$ cat src/rtl/counter7sd_ctrl_pkg.sv
// -----------------------------------------------------------------------------
// counter7sd_pkg
// Shared definitions for the seven-segment counter control front end.
//   - Output reset values for the pause/reverse control levels
//   - Debounce FSM state encoding
//   - Default parameter values for the control stage
// Optional build macro used elsewhere in this slice: COUNTER7SD_CTRL_LOCK_EN
// -----------------------------------------------------------------------------
package counter7sd_pkg;

    // pause is active-low for the counter: 1 = running after reset
    localparam logic PAUSE_RST   = 1'b1;
    localparam logic REVERSE_RST = 1'b0;

    typedef enum logic {
        ST_STABLE  = 1'b0,
        ST_PENDING = 1'b1
    } db_state_t;

    localparam int SYNC_STAGES_DEF     = 2;
    localparam int DEBOUNCE_CYCLES_DEF = 50000;
    localparam int TICK_DIV_DEF        = 50000000;

endpackage : counter7sd_pkg

$ cat src/rtl/counter7sd_ctrl_if.sv
// -----------------------------------------------------------------------------
// counter7sd_ctrl_if
// Button inputs and counter-control outputs of the control stage.
//   btn_pause, btn_reverse : raw asynchronous buttons, 1 = pressed
//   pause                  : 1 = running, 0 = paused
//   reverse                : 0 = count up, 1 = count down
//   tick                   : one-cycle count-enable pulse
// Modports:
//   master : drives the buttons, observes the controls (board / bench side)
//   slave  : the control stage itself
// -----------------------------------------------------------------------------
interface counter7sd_ctrl_if;
    logic btn_pause;
    logic btn_reverse;
    logic pause;
    logic reverse;
    logic tick;

    modport master (
        output btn_pause,
        output btn_reverse,
        input  pause,
        input  reverse,
        input  tick
    );

    modport slave (
        input  btn_pause,
        input  btn_reverse,
        output pause,
        output reverse,
        output tick
    );
endinterface : counter7sd_ctrl_if

$ cat src/rtl/counter7sd_ctrl_debounce_cell.sv
// -----------------------------------------------------------------------------
// debounce_cell
// Synchroniser + debounce FSM + rising-edge press detector for one button.
// Ports:
//   clock  : system clock, rising edge
//   reset  : asynchronous, active-low
//   btn    : raw asynchronous button, 1 = pressed
//   stable : debounced button level
//   press  : one-cycle registered pulse when stable goes 0 -> 1
// -----------------------------------------------------------------------------
module debounce_cell
    import counter7sd_pkg::*;
#(
    parameter int SYNC_STAGES     = SYNC_STAGES_DEF,
    parameter int DEBOUNCE_CYCLES = DEBOUNCE_CYCLES_DEF
) (
    input  logic clock,
    input  logic reset,
    input  logic btn,
    output logic stable,
    output logic press
);

    localparam int CNT_W = $clog2(DEBOUNCE_CYCLES + 1);
    localparam logic [CNT_W-1:0] CNT_LAST = CNT_W'(DEBOUNCE_CYCLES - 1);

    // ---------------------------------------------------------------- sync
    logic [SYNC_STAGES-1:0] sync_reg;
    logic                   sync_x;

    generate
        for (genvar gi = 0; gi < SYNC_STAGES; gi++) begin : g_sync
            always_ff @(posedge clock or negedge reset) begin
                if (!reset) begin
                    sync_reg[gi] <= 1'b0;
                end else if (gi == 0) begin
                    sync_reg[gi] <= btn;
                end else begin
                    sync_reg[gi] <= sync_reg[(gi == 0) ? 0 : gi - 1];
                end
            end
        end
    endgenerate

    assign sync_x = sync_reg[SYNC_STAGES-1];

    // ---------------------------------------------------------------- FSM
    db_state_t        state_reg,  state_next;
    logic [CNT_W-1:0] cnt_reg,    cnt_next;
    logic             stable_reg, stable_next;
    logic             press_reg,  press_next;
    logic             accept;

    always_ff @(posedge clock or negedge reset) begin
        if (!reset) begin
            state_reg  <= ST_STABLE;
            cnt_reg    <= '0;
            stable_reg <= 1'b0;
            press_reg  <= 1'b0;
        end else begin
            state_reg  <= state_next;
            cnt_reg    <= cnt_next;
            stable_reg <= stable_next;
            press_reg  <= press_next;
        end
    end

    always_comb begin
        state_next  = state_reg;
        cnt_next    = cnt_reg;
        stable_next = stable_reg;
        press_next  = 1'b0;
        accept      = 1'b0;

        case (state_reg)
            ST_STABLE: begin
                if (sync_x != stable_reg) begin
                    // With a one-cycle debounce the first mismatch is already
                    // enough, so PENDING is skipped entirely.
                    if (DEBOUNCE_CYCLES == 1) begin
                        accept = 1'b1;
                    end else begin
                        cnt_next   = CNT_W'(1);
                        state_next = ST_PENDING;
                    end
                end else begin
                    cnt_next = '0;
                end
            end
            ST_PENDING: begin
                if (sync_x == stable_reg) begin
                    cnt_next   = '0;
                    state_next = ST_STABLE;
                end else if (cnt_reg == CNT_LAST) begin
                    accept = 1'b1;
                end else begin
                    cnt_next = cnt_reg + CNT_W'(1);
                end
            end
            default: begin
                cnt_next   = '0;
                state_next = ST_STABLE;
            end
        endcase

        // The press pulse is registered alongside the new stable level so the
        // consumer sees it in the cycle right after acceptance.
        if (accept) begin
            stable_next = sync_x;
            cnt_next    = '0;
            state_next  = ST_STABLE;
            press_next  = sync_x;
        end
    end

    assign stable = stable_reg;
    assign press  = press_reg;

endmodule : debounce_cell

$ cat src/rtl/counter7sd_ctrl.sv
// -----------------------------------------------------------------------------
// counter7sd_ctrl
// Front-end control for the seven-segment counter: debounces the pause and
// reverse buttons into toggle-mode levels and generates a prescaled tick.
// Ports:
//   clock : system clock, rising edge
//   reset : asynchronous, active-low
//   bus   : counter7sd_ctrl_if.slave (btn_pause, btn_reverse in;
//           pause, reverse, tick out, all outputs registered)
// Build option:
//   COUNTER7SD_CTRL_LOCK_EN - when defined, reverse presses are ignored while
//   paused (pause = 0); otherwise reverse toggles regardless of pause.
// -----------------------------------------------------------------------------
module counter7sd_ctrl
    import counter7sd_pkg::*;
#(
    parameter int SYNC_STAGES     = SYNC_STAGES_DEF,
    parameter int DEBOUNCE_CYCLES = DEBOUNCE_CYCLES_DEF,
    parameter int TICK_DIV        = TICK_DIV_DEF
) (
    input  logic                  clock,
    input  logic                  reset,
    counter7sd_ctrl_if.slave      bus
);

    localparam int PRE_W = $clog2(TICK_DIV);
    localparam logic [PRE_W-1:0] PRE_LAST = PRE_W'(TICK_DIV - 1);

    // ------------------------------------------------------ button cells
    logic stable_pause, stable_reverse;
    logic press_pause,  press_reverse;

    debounce_cell #(
        .SYNC_STAGES     (SYNC_STAGES),
        .DEBOUNCE_CYCLES (DEBOUNCE_CYCLES)
    ) u_db_pause (
        .clock  (clock),
        .reset  (reset),
        .btn    (bus.btn_pause),
        .stable (stable_pause),
        .press  (press_pause)
    );

    debounce_cell #(
        .SYNC_STAGES     (SYNC_STAGES),
        .DEBOUNCE_CYCLES (DEBOUNCE_CYCLES)
    ) u_db_reverse (
        .clock  (clock),
        .reset  (reset),
        .btn    (bus.btn_reverse),
        .stable (stable_reverse),
        .press  (press_reverse)
    );

    // Only the press pulses drive the toggles; the debounced levels are kept
    // on the cell interface for other users and deliberately left unused here.
    logic unused_stable;
    assign unused_stable = stable_pause ^ stable_reverse;

    // ------------------------------------------------------ toggles
    logic pause_reg,   pause_next;
    logic reverse_reg, reverse_next;
    logic reverse_toggle;

`ifdef COUNTER7SD_CTRL_LOCK_EN
    // Direction may only change while the counter is running.
    assign reverse_toggle = press_reverse & pause_reg;
`else
    assign reverse_toggle = press_reverse;
`endif

    always_comb begin
        pause_next   = pause_reg   ^ press_pause;
        reverse_next = reverse_reg ^ reverse_toggle;
    end

    // ------------------------------------------------------ prescaler
    logic [PRE_W-1:0] pre_reg, pre_next;
    logic             tick_reg, tick_next;

    always_comb begin
        pre_next  = pre_reg;
        tick_next = 1'b0;
        // Freeze (not clear) while paused so resume keeps the phase.
        if (pause_reg) begin
            if (pre_reg == PRE_LAST) begin
                pre_next  = '0;
                tick_next = 1'b1;
            end else begin
                pre_next = pre_reg + PRE_W'(1);
            end
        end
    end

    always_ff @(posedge clock or negedge reset) begin
        if (!reset) begin
            pause_reg   <= PAUSE_RST;
            reverse_reg <= REVERSE_RST;
            pre_reg     <= '0;
            tick_reg    <= 1'b0;
        end else begin
            pause_reg   <= pause_next;
            reverse_reg <= reverse_next;
            pre_reg     <= pre_next;
            tick_reg    <= tick_next;
        end
    end

    assign bus.pause   = pause_reg;
    assign bus.reverse = reverse_reg;
    assign bus.tick    = tick_reg;

endmodule : counter7sd_ctrl

$ cat src/flat_wrapper.sv
// flat-port wrapper written by rule: the top's interface ports become plain ports
module counter7sd_ctrl_flat import counter7sd_pkg::*;
#(
    parameter int SYNC_STAGES     = SYNC_STAGES_DEF,
    parameter int DEBOUNCE_CYCLES = DEBOUNCE_CYCLES_DEF,
    parameter int TICK_DIV        = TICK_DIV_DEF
)
  (clock, reset, bus_btn_pause, bus_btn_reverse, bus_pause, bus_reverse, bus_tick);
  counter7sd_ctrl_if bus_i ();
  input  logic clock;
  input  logic reset;
  input wire logic [$bits(bus_i.btn_pause)-1:0] bus_btn_pause;
  input wire logic [$bits(bus_i.btn_reverse)-1:0] bus_btn_reverse;
  output wire logic [$bits(bus_i.pause)-1:0] bus_pause;
  output wire logic [$bits(bus_i.reverse)-1:0] bus_reverse;
  output wire logic [$bits(bus_i.tick)-1:0] bus_tick;
  assign bus_i.btn_pause = bus_btn_pause;
  assign bus_i.btn_reverse = bus_btn_reverse;
  assign bus_pause = bus_i.pause;
  assign bus_reverse = bus_i.reverse;
  assign bus_tick = bus_i.tick;
  counter7sd_ctrl #(.SYNC_STAGES(SYNC_STAGES), .DEBOUNCE_CYCLES(DEBOUNCE_CYCLES), .TICK_DIV(TICK_DIV)) u_core (.clock(clock), .reset(reset), .bus(bus_i));
endmodule
$ cat config.mk
export PLATFORM = sky130hd
export DESIGN_NAME = counter7sd_ctrl_flat
export DESIGN_NICKNAME = d
export VERILOG_FILES = /design/src/rtl/counter7sd_ctrl_pkg.sv /design/src/rtl/counter7sd_ctrl_if.sv /design/src/rtl/counter7sd_ctrl_debounce_cell.sv /design/src/rtl/counter7sd_ctrl.sv /design/src/flat_wrapper.sv
export SDC_FILE = /design/constraint.sdc
export NUM_CORES = 1
export LEC_CHECK = 0
export BUFFER_PORTS_ARGS = -buffer_cell sky130_fd_sc_hd__buf_2
export CELL_PAD_IN_SITES_DETAIL_PLACEMENT = 1
export CELL_PAD_IN_SITES_GLOBAL_PLACEMENT = 1
export CORE_ASPECT_RATIO = 0.5
export CORE_UTILIZATION = 54
export CTS_CLUSTER_SIZE = 28
export DETAILED_ROUTE_END_ITERATION = 10
export PLACE_DENSITY = 0.84
export RECOVER_POWER = 100
export SLEW_MARGIN = 25
export SYNTH_ARGS = -nofsm -noshare
export SYNTH_HDL_FRONTEND = slang
export SYNTH_SLANG_ARGS = --single-unit
$ cat constraint.sdc
create_clock -name clock -period 3.2 [get_ports clock]
set_clock_uncertainty 0.15 [all_clocks]
set_input_delay 0.16 -clock clock [delete_from_list [all_inputs] [get_ports clock]]
set_output_delay 0.16 -clock clock [all_outputs]
set_load 0.05 [all_outputs]
==> reports/results.ini, run 1 <==
[outcome]
status=finished clean

[setup_path]
slowest_delay_ps=560
critPathKind=flip-flop to flip-flop
cp_top_family=simple AND/OR/NAND/NOR gates
critical_path.endpoint_type=flip-flop
crit_buf_inv=0
worst-path-stages=5
r2r_slack_ps=760
required_ps=3260
cp_max_fo=5
reg2regPathDepth=5
cp-start-kind=flip-flop
crit_start=u_core.pre_reg[16]
rr_startpoint=u_core.pre_reg[16]
path_cells=or4b_1 -> nor3_1 -> nand4_1 -> a21oi_1 -> mux2i_1
crit_arrival_ps=2500
critPathSlowestCell=or4b_1

[sta]
worst_pin_slew_ps=1277
drv_slew=0
slew-limit-headroom=0.1488
fin_crit_ps=2444
finalSetupViolCount=0
tns_ps=0
hold_slack_ps=203.9
fin_crit_sh=0.7636
fmax_mhz=409.2
rsz0062_at_grt=no
final_hold_viol_count=0

[yosys]
synthDistinctLibCells=41
synthTopCellsByArea=dfrtp_1, xor2_1, xnor2_1
synth_top_area_cell=dfrtp_1
synth_area_mm2=0.003395
synthCells=312
ys_ff_latch=71
syn_nets=319
yosysWarnings=0
synth_top_cell_area_share=0.5160
seq_area_frac_synth=0.5238
syn_area_per_cell_um2=10.88

[clock_tree]
cts_resized=0
cts_tree=yes
h-tree-depth=3
cts_buffers=9
cts_max_path_buffers=2
cts_setup_buffers=0
clock_sinks=71
holdBufCountCts=3
root_buffer=clkbuf_16
clk_pin_slew_ps=60
insertion_delay_ps=340

[pwr]
ir_drop_mv=0.3577
p_total_uw=2133
p_leak_uw=0.001740
powerDensity_mw_per_mm2=554.8

[finish]
diodes=0
final_util=0.6683
finalNetCount=336
largest_reg_flops=26
drive_above_1_share=0.1138
syn2layout_area_growth_pct=13.27
final_cell_mix=dfrtp_1, nor2_1, xor2_1
final_common_cell=dfrtp_1

[global_route]
grt_pass1_vias=2817
grt_pass1_wl_mm=14.98
grt_max_degree=29
grt_antenna_before_repair=0
grt_overflow_total=0
grt_use_total=0.3101

[worst_hold_path]
hp-start=u_core.u_db_pause.sync_reg[0]
hold_path.class=flip-flop to flip-flop
holdPathStages=0

[floorplanning]
die_w_um=114.1
dieHeight_um=58.07
num_io_pins=7
rows=19
coreArea_mm2=0.005753
initial_core_util=0.5900
die-area_mm2=0.006627

[drt]
firstDrtPassIters=4
vias_per_cell=6.002
ant_nets=0
drt_iter0_drc=125
drc=0
wl_mm=8.986
wire_per_inst_um=21.50
vias=2509

[placement]
place_congestion=0.8173
dp_hpwl_mm=4.881
port_buffers=6

[flow_run]
drv_cap=0

[cell type report]
cell class	instances	area, um^2
multi-input cells	230	1524
flip-flops and latches	71	1778
repair buffers	11	67.56
inverters	6	22.52
well taps	84	105.1
clock buffers	11	242.7
clock inverters	5	105.1
fillers	600	1908
[power by group]
group | switching, uW | total, uW | internal, uW
logic | 30.6 | 40.6 | 10.0
clock network | 398 | 1180 | 783
registers | 6.85 | 912 | 905
[kinds of logic (layout without fill, tap and decap cells)]
family / after synthesis / after routing / synth area share
AND/OR/NAND/NOR: 164 / 164 / 0.2857
adder cells (fa/ha/maj): 3 / 3 / 0.01106
multiplexers: 4 / 4 / 0.01253
buffers and inverters: 11 / 33 / 0.01880
XOR/XNOR: 54 / 54 / 0.1393
flip-flops: 71 / 71 / 0.5238
AO/OA/AOI/OAI: 5 / 5 / 0.008844
[worst paths after layout]
check,to
setup / recovery,u_core.pre_reg[16]
hold / removal,u_core.u_db_pause.sync_x
setup reg to reg,u_core.pre_reg[16]
hold reg to reg,u_core.u_db_pause.sync_x
max in group asynchronous,u_core.u_db_pause.cnt_reg[12]
min in group asynchronous,u_core.pre_reg[21]
[routing by layer]
layer	track usage	part of all wire
met4	0.1484	0.034
met2	0.5411	0.50
met5	0	0
met1	0.3623	0.42
met3	0.08682	0.044
[metrics by stage]
step | instances | cell area, um^2 | worst slack (ps)
global placement | 399 | 3503 | 1212
detailed placement | 399 | 3503 | 1115
CTS | 418 | 3881 | 897.5
floorplan | 312 | 3395 | 1381
global route | 418 | 3845 | 720.5
finish | 418 | 3845 | 756.3
[synth_stat cells, drive strengths merged]
cell,n
ha,3
or2b,1
nand4,15
a21oi,2
nor3b,2
nand4b,1
mux2,2
mux2i,2
xor2,35
and4,4
nor4b,2
and3,20
nor4,4
or4b,1
nand2,20
nand3,29
buf,5
or2,1
dfstp,1
and4b,1
inv,6
a21boi,2
nor2,53
o21ai,1
and2,4
nor3,6
xnor2,19
dfrtp,70
No activity file was read; power rests on OpenSTA's default activity.
==> run 2, diff against run 1 <==
--- a/config.mk
+++ b/config.mk
@@ -9,10 +9,10 @@
 export CELL_PAD_IN_SITES_DETAIL_PLACEMENT = 1
 export CELL_PAD_IN_SITES_GLOBAL_PLACEMENT = 1
 export CORE_ASPECT_RATIO = 0.5
-export CORE_UTILIZATION = 54
+export CORE_UTILIZATION = 45
 export CTS_CLUSTER_SIZE = 28
 export DETAILED_ROUTE_END_ITERATION = 10
-export PLACE_DENSITY = 0.84
+export PLACE_DENSITY = 0.75
 export RECOVER_POWER = 100
 export SLEW_MARGIN = 25
 export SYNTH_ARGS = -nofsm -noshare
==> constraint.sdc (replaced) <==
create_clock -name clock -period 2.19 [get_ports clock]
set_clock_uncertainty 0.15 [all_clocks]
set_input_delay 0.1095 -clock clock [delete_from_list [all_inputs] [get_ports clock]]
set_output_delay 0.1095 -clock clock [all_outputs]
set_load 0.05 [all_outputs]
==> reports/results.ini, run 2 (synthesis gave the netlist of run 1 again) <==
[finish]
drive_above_1_share=0.1246
final_common_cell=dfrtp_1
final_cell_mix=dfrtp_1, nor2_1, xor2_1
diodes=0
multi_input_area_mm2=0.001521
instances_no_fill=429
fillCellCount=764
regArea_mm2=0.001778
largest_reg_flops=26
finalNetCount=339
syn2layout_area_growth_pct=13.34

[setup_path]
required_ps=2250
critical_path.endpoint_type=flip-flop
cp_top_family=simple AND/OR/NAND/NOR gates
rr_startpoint=u_core.bus.pause
r2r_end=u_core.pre_reg[12]
slowest_delay_ps=690
cp-endpoint=u_core.pre_reg[12]
path_cells=nand3_1 -> or2_0 -> nor3_1 -> xnor2_1 -> nor2_2
crit_arrival_ps=2100
r2r_slack_ps=150
crit_buf_inv=0
crit_start=u_core.bus.pause
critPathSlowestCell=dfstp_1
cp-start-kind=flip-flop
critPathKind=flip-flop to flip-flop
worst-path-stages=5
cp_max_fo=8
reg2regPathDepth=5

[clock_tree]
cts_resized=0
cts_max_path_buffers=2
h-tree-depth=3
cts_tree=yes
cts_buffers=9
clk_pin_slew_ps=60
cts_setup_buffers=0
insertion_delay_ps=330
clock_sinks=71
root_buffer=clkbuf_16

[sta]
finalSetupViolCount=0
fin_crit_sh=0.9308
final_hold_viol_count=0
tns_ps=0
worst_slack_ps=151.7
slew-limit-headroom=-0.05641
worst_pin_slew_ps=1585
rsz0062_at_grt=no
hold_slack_ps=203.4
fin_crit_ps=2038
drv_slew=26
fmax_mhz=490.6

[floorplanning]
dieHeight_um=63.42
rows=21
die-area_mm2=0.007916
num_io_pins=7
die_w_um=124.8
initial_core_util=0.4857
coreArea_mm2=0.006989

[placement]
port_buffers=6
dp_cells=410
place_congestion=0.7618
dp_hpwl_mm=4.737
post-place-ws_ps=211.1

[worst_hold_path]
hold_path.class=flip-flop to flip-flop
hp-start=u_core.u_db_pause.sync_reg[0]
holdPathStages=0

[pwr]
p_leak_uw=0.001727
powerDensity_mw_per_mm2=759.5
ir_drop_mv=0.7037
p_total_uw=2922

[global_route]
grt_pass1_vias=2496
grt_max_degree=47
met1_usage=0.2584
grt_antenna_before_repair=0
grt_pass1_wl_mm=12.44
grt_use_total=0.2059
top_usage_layer=met2
grt_overflow_total=0
met3_usage=0.06117
grtUsageMet2=0.3420

[outcome]
violations=design-rule violations, max-capacitance violations, max-slew violations
status=finished, violations left

[drt]
vias_per_cell=5.396
firstDrtPassIters=7
drt_iter0_drc=100
drc=4
ant_nets=0
vias=2315
wire_per_inst_um=16.26
wl_mm=6.974

[flow_run]
drv_cap=1

run 2: final cells by class:
class / count / share of cell area
Tap cell: 92 / 0.02992
Clock buffer: 9 / 0.05854
Sequential cell: 71 / 0.4621
Timing Repair Buffer: 14 / 0.02537
Inverter: 6 / 0.005854
Clock inverter: 7 / 0.02276
Multi-Input combinational cell: 230 / 0.3954
run 2: per-stage QoR:
step | area [um^2] | utilization
after floorplan | 3395 | -
after global placement | 3548 | 0.5077
after detailed placement | 3548 | 0.5077
after CTS | 3891 | 0.5567
after global routing | 3847 | 0.5505
final | 3847 | 0.5505
run 2: power by group:
group          switching (uW)  internal (uW)  leakage [uW]  total (uW)
Clock                     543            987      0.000155        1530
Combinational            43.1           18.0      0.000601        61.1
Sequential               7.67           1320      0.000971        1330
run 2: how the worst min path moves through the flow:
stage                                  to
6_report         u_core.u_db_pause.sync_x
3_3_place_gp            u_core.pre_reg[9]
3_5_place_dp            u_core.pre_reg[9]
2_1_floorplan          u_core.bus.reverse
5_1_grt        u_core.u_db_reverse.sync_x
4_1_cts          u_core.u_db_pause.sync_x
run 2: routing by layer:
metal	share of wire	routed length, um
met4	0.013	90
met1	0.48	3341
met2	0.48	3347
met3	0.028	194
met5	0	0
run 2: what timing repair did:
item / 4_1_cts / 5_1_grt
setup endpoints to repair: 0 / 0
hold endpoints to repair: 26 / 0
hold buffers: 3 / 0
==> run 3, diff against run 2 <==
--- a/config.mk
+++ b/config.mk
@@ -14,6 +14,7 @@
 export DETAILED_ROUTE_END_ITERATION = 10
 export PLACE_DENSITY = 0.75
 export RECOVER_POWER = 100
+export REMOVE_ABC_BUFFERS = 1
 export SLEW_MARGIN = 25
 export SYNTH_ARGS = -nofsm -noshare
 export SYNTH_HDL_FRONTEND = slang
==> reports/results.ini, run 3 (synthesis gave the netlist of run 1 again) <==
[global_route]
grt_max_degree=53
grt_antenna_before_repair=0
grt_pass1_vias=2532
grt_pass1_wl_mm=12.36
grt_overflow_total=0
grt_use_total=0.2058

[sta]
rsz0062_at_grt=no
worst_slack_ps=188.8
drv_slew=0
final_hold_viol_count=0
fin_crit_sh=0.9138
tns_ps=0
hold_slack_ps=202.0
slew-limit-headroom=0.2198
worst_pin_slew_ps=1170
fin_crit_ps=2001
finalSetupViolCount=0
fmax_mhz=499.7

[finish]
largest_reg_flops=26
fillCellCount=753
final_common_cell=dfrtp_1
multi_input_area_mm2=0.001526
drive_above_1_share=0.1272
final_util=0.5567
final_cell_mix=dfrtp_1, nor2_1, xor2_1
syn2layout_area_growth_pct=14.63
finalNetCount=340
regArea_mm2=0.001778
diodes=0

[setup_path]
cp_max_fo=11
r2r_slack_ps=190
r2r_end=u_core.pre_reg[7]
critPathKind=flip-flop to flip-flop
crit_arrival_ps=2060
cp_top_family=simple AND/OR/NAND/NOR gates
critical_path.endpoint_type=flip-flop
reg2regPathDepth=5
path_cells=or4b_1 -> nor3_4 -> nand3_2 -> nor2_4 -> nor2_1
rr_startpoint=u_core.pre_reg[16]
required_ps=2250
critPathSlowestCell=or4b_1
cp-start-kind=flip-flop
crit_buf_inv=0
slowest_delay_ps=580

[pwr]
p_sw_uw=599.7
clock_power_share=0.548
ir_drop_mv=0.3590
pwr-share-comb=0.020
internal_power_uw=2480
p_sw_frac=0.1947
powerDensity_mw_per_mm2=791.4
p_leak_uw=0.001745
sequentialPowerShare=0.432

[clock_tree]
cts_max_path_buffers=2
cts_buffers=9
clk_pin_slew_ps=60
cts_resized=0
cts_setup_buffers=0
cts_tree=yes
h-tree-depth=3
clock_sinks=71
insertion_delay_ps=340
root_buffer=clkbuf_16

[drt]
vias=2313
firstDrtPassIters=7
ant_nets=0
vias_per_cell=5.379
drt_iter0_drc=77
wl_mm=6.914
drc=2
wire_per_inst_um=16.08

[placement]
place_congestion=0.7668
dp_hpwl_mm=4.623
port_buffers=6
post-place-ws_ps=215.9

[worst_hold_path]
holdPathStages=0
hold_path.class=flip-flop to flip-flop
hp-start=u_core.u_db_pause.sync_reg[0]
hold_path_end=u_core.u_db_pause.sync_x

[flow_run]
drv_cap=0

[floorplanning]
num_io_pins=7
rows=21
die-area_mm2=0.007916
initial_core_util=0.4857
die_w_um=124.8
dieHeight_um=63.42
coreArea_mm2=0.006989

[outcome]
status=finished, violations left
violations=design-rule violations

[run 3: cell types whose count changed in the layout (fill, tap and decap cells not counted)]
cell / previous run / this run
nor3_1: 3 / 1
nor2_1: 45 / 47
clkinv_2: 4 / 2
clkbuf_8: 0 / 1
bufinv_16: 2 / 3
buf_2: 1 / 2
nor3_2: 1 / 3
nor2_2: 7 / 5
[run 3: repair_timing]
item,CTS,global route
hold endpoints to repair,21,0
endpoints found under the setup margin,0,0
hold buffers,3,0
[run 3: how the worst max path moves through the flow]
stage / depth (start not counted) / slack, ps / endpoint / startpoint
floorplan: 5 / 290 / u_core.pre_reg[12] / u_core.bus.pause
global placement: 5 / 280 / u_core.pre_reg[25] / u_core.pre_reg[16]
detailed placement: 5 / 220 / u_core.pre_reg[25] / u_core.pre_reg[16]
CTS: 5 / 150 / u_core.pre_reg[25] / u_core.pre_reg[16]
global route: 5 / 40 / u_core.pre_reg[25] / u_core.pre_reg[2]
finish: 5 / 190 / u_core.pre_reg[7] / u_core.pre_reg[16]
[run 3: area by class of cell]
cell class	instances	area share
sequential	71	0.4569
timing repair buffer	15	0.02637
multi-input combinational	230	0.3923
tap	92	0.02958
inverter	6	0.005788
clock inverter	6	0.02765
clock buffer	10	0.06141
[run 3: per-stage QoR]
stage	total power (uW)	cells	area (um^2)
4_1_cts	3119	430	3933
2_1_floorplan	1369	307	3353
3_5_place_dp	1414	411	3556
6_report	3080	430	3891
3_3_place_gp	1410	411	3556
5_1_grt	3175	430	3891
[run 3: per-layer routing]
metal	wire [um]	share of wire	track usage
met5	0	0	0
met4	131	0.019	0.08689
met3	218	0.032	0.07052
met2	3372	0.49	0.3490
met1	3191	0.46	0.2416
[run 3: power groups by stage]
stage / Combinational [uW] / Sequential, uW / Clock [uW]
floorplan: 16.8 / 1350 / 0
global placement: 57.2 / 1350 / 0
detailed placement: 60.3 / 1350 / 0
CTS: 64.9 / 1330 / 1720
global route: 70.9 / 1330 / 1770
finish: 60.3 / 1330 / 1690
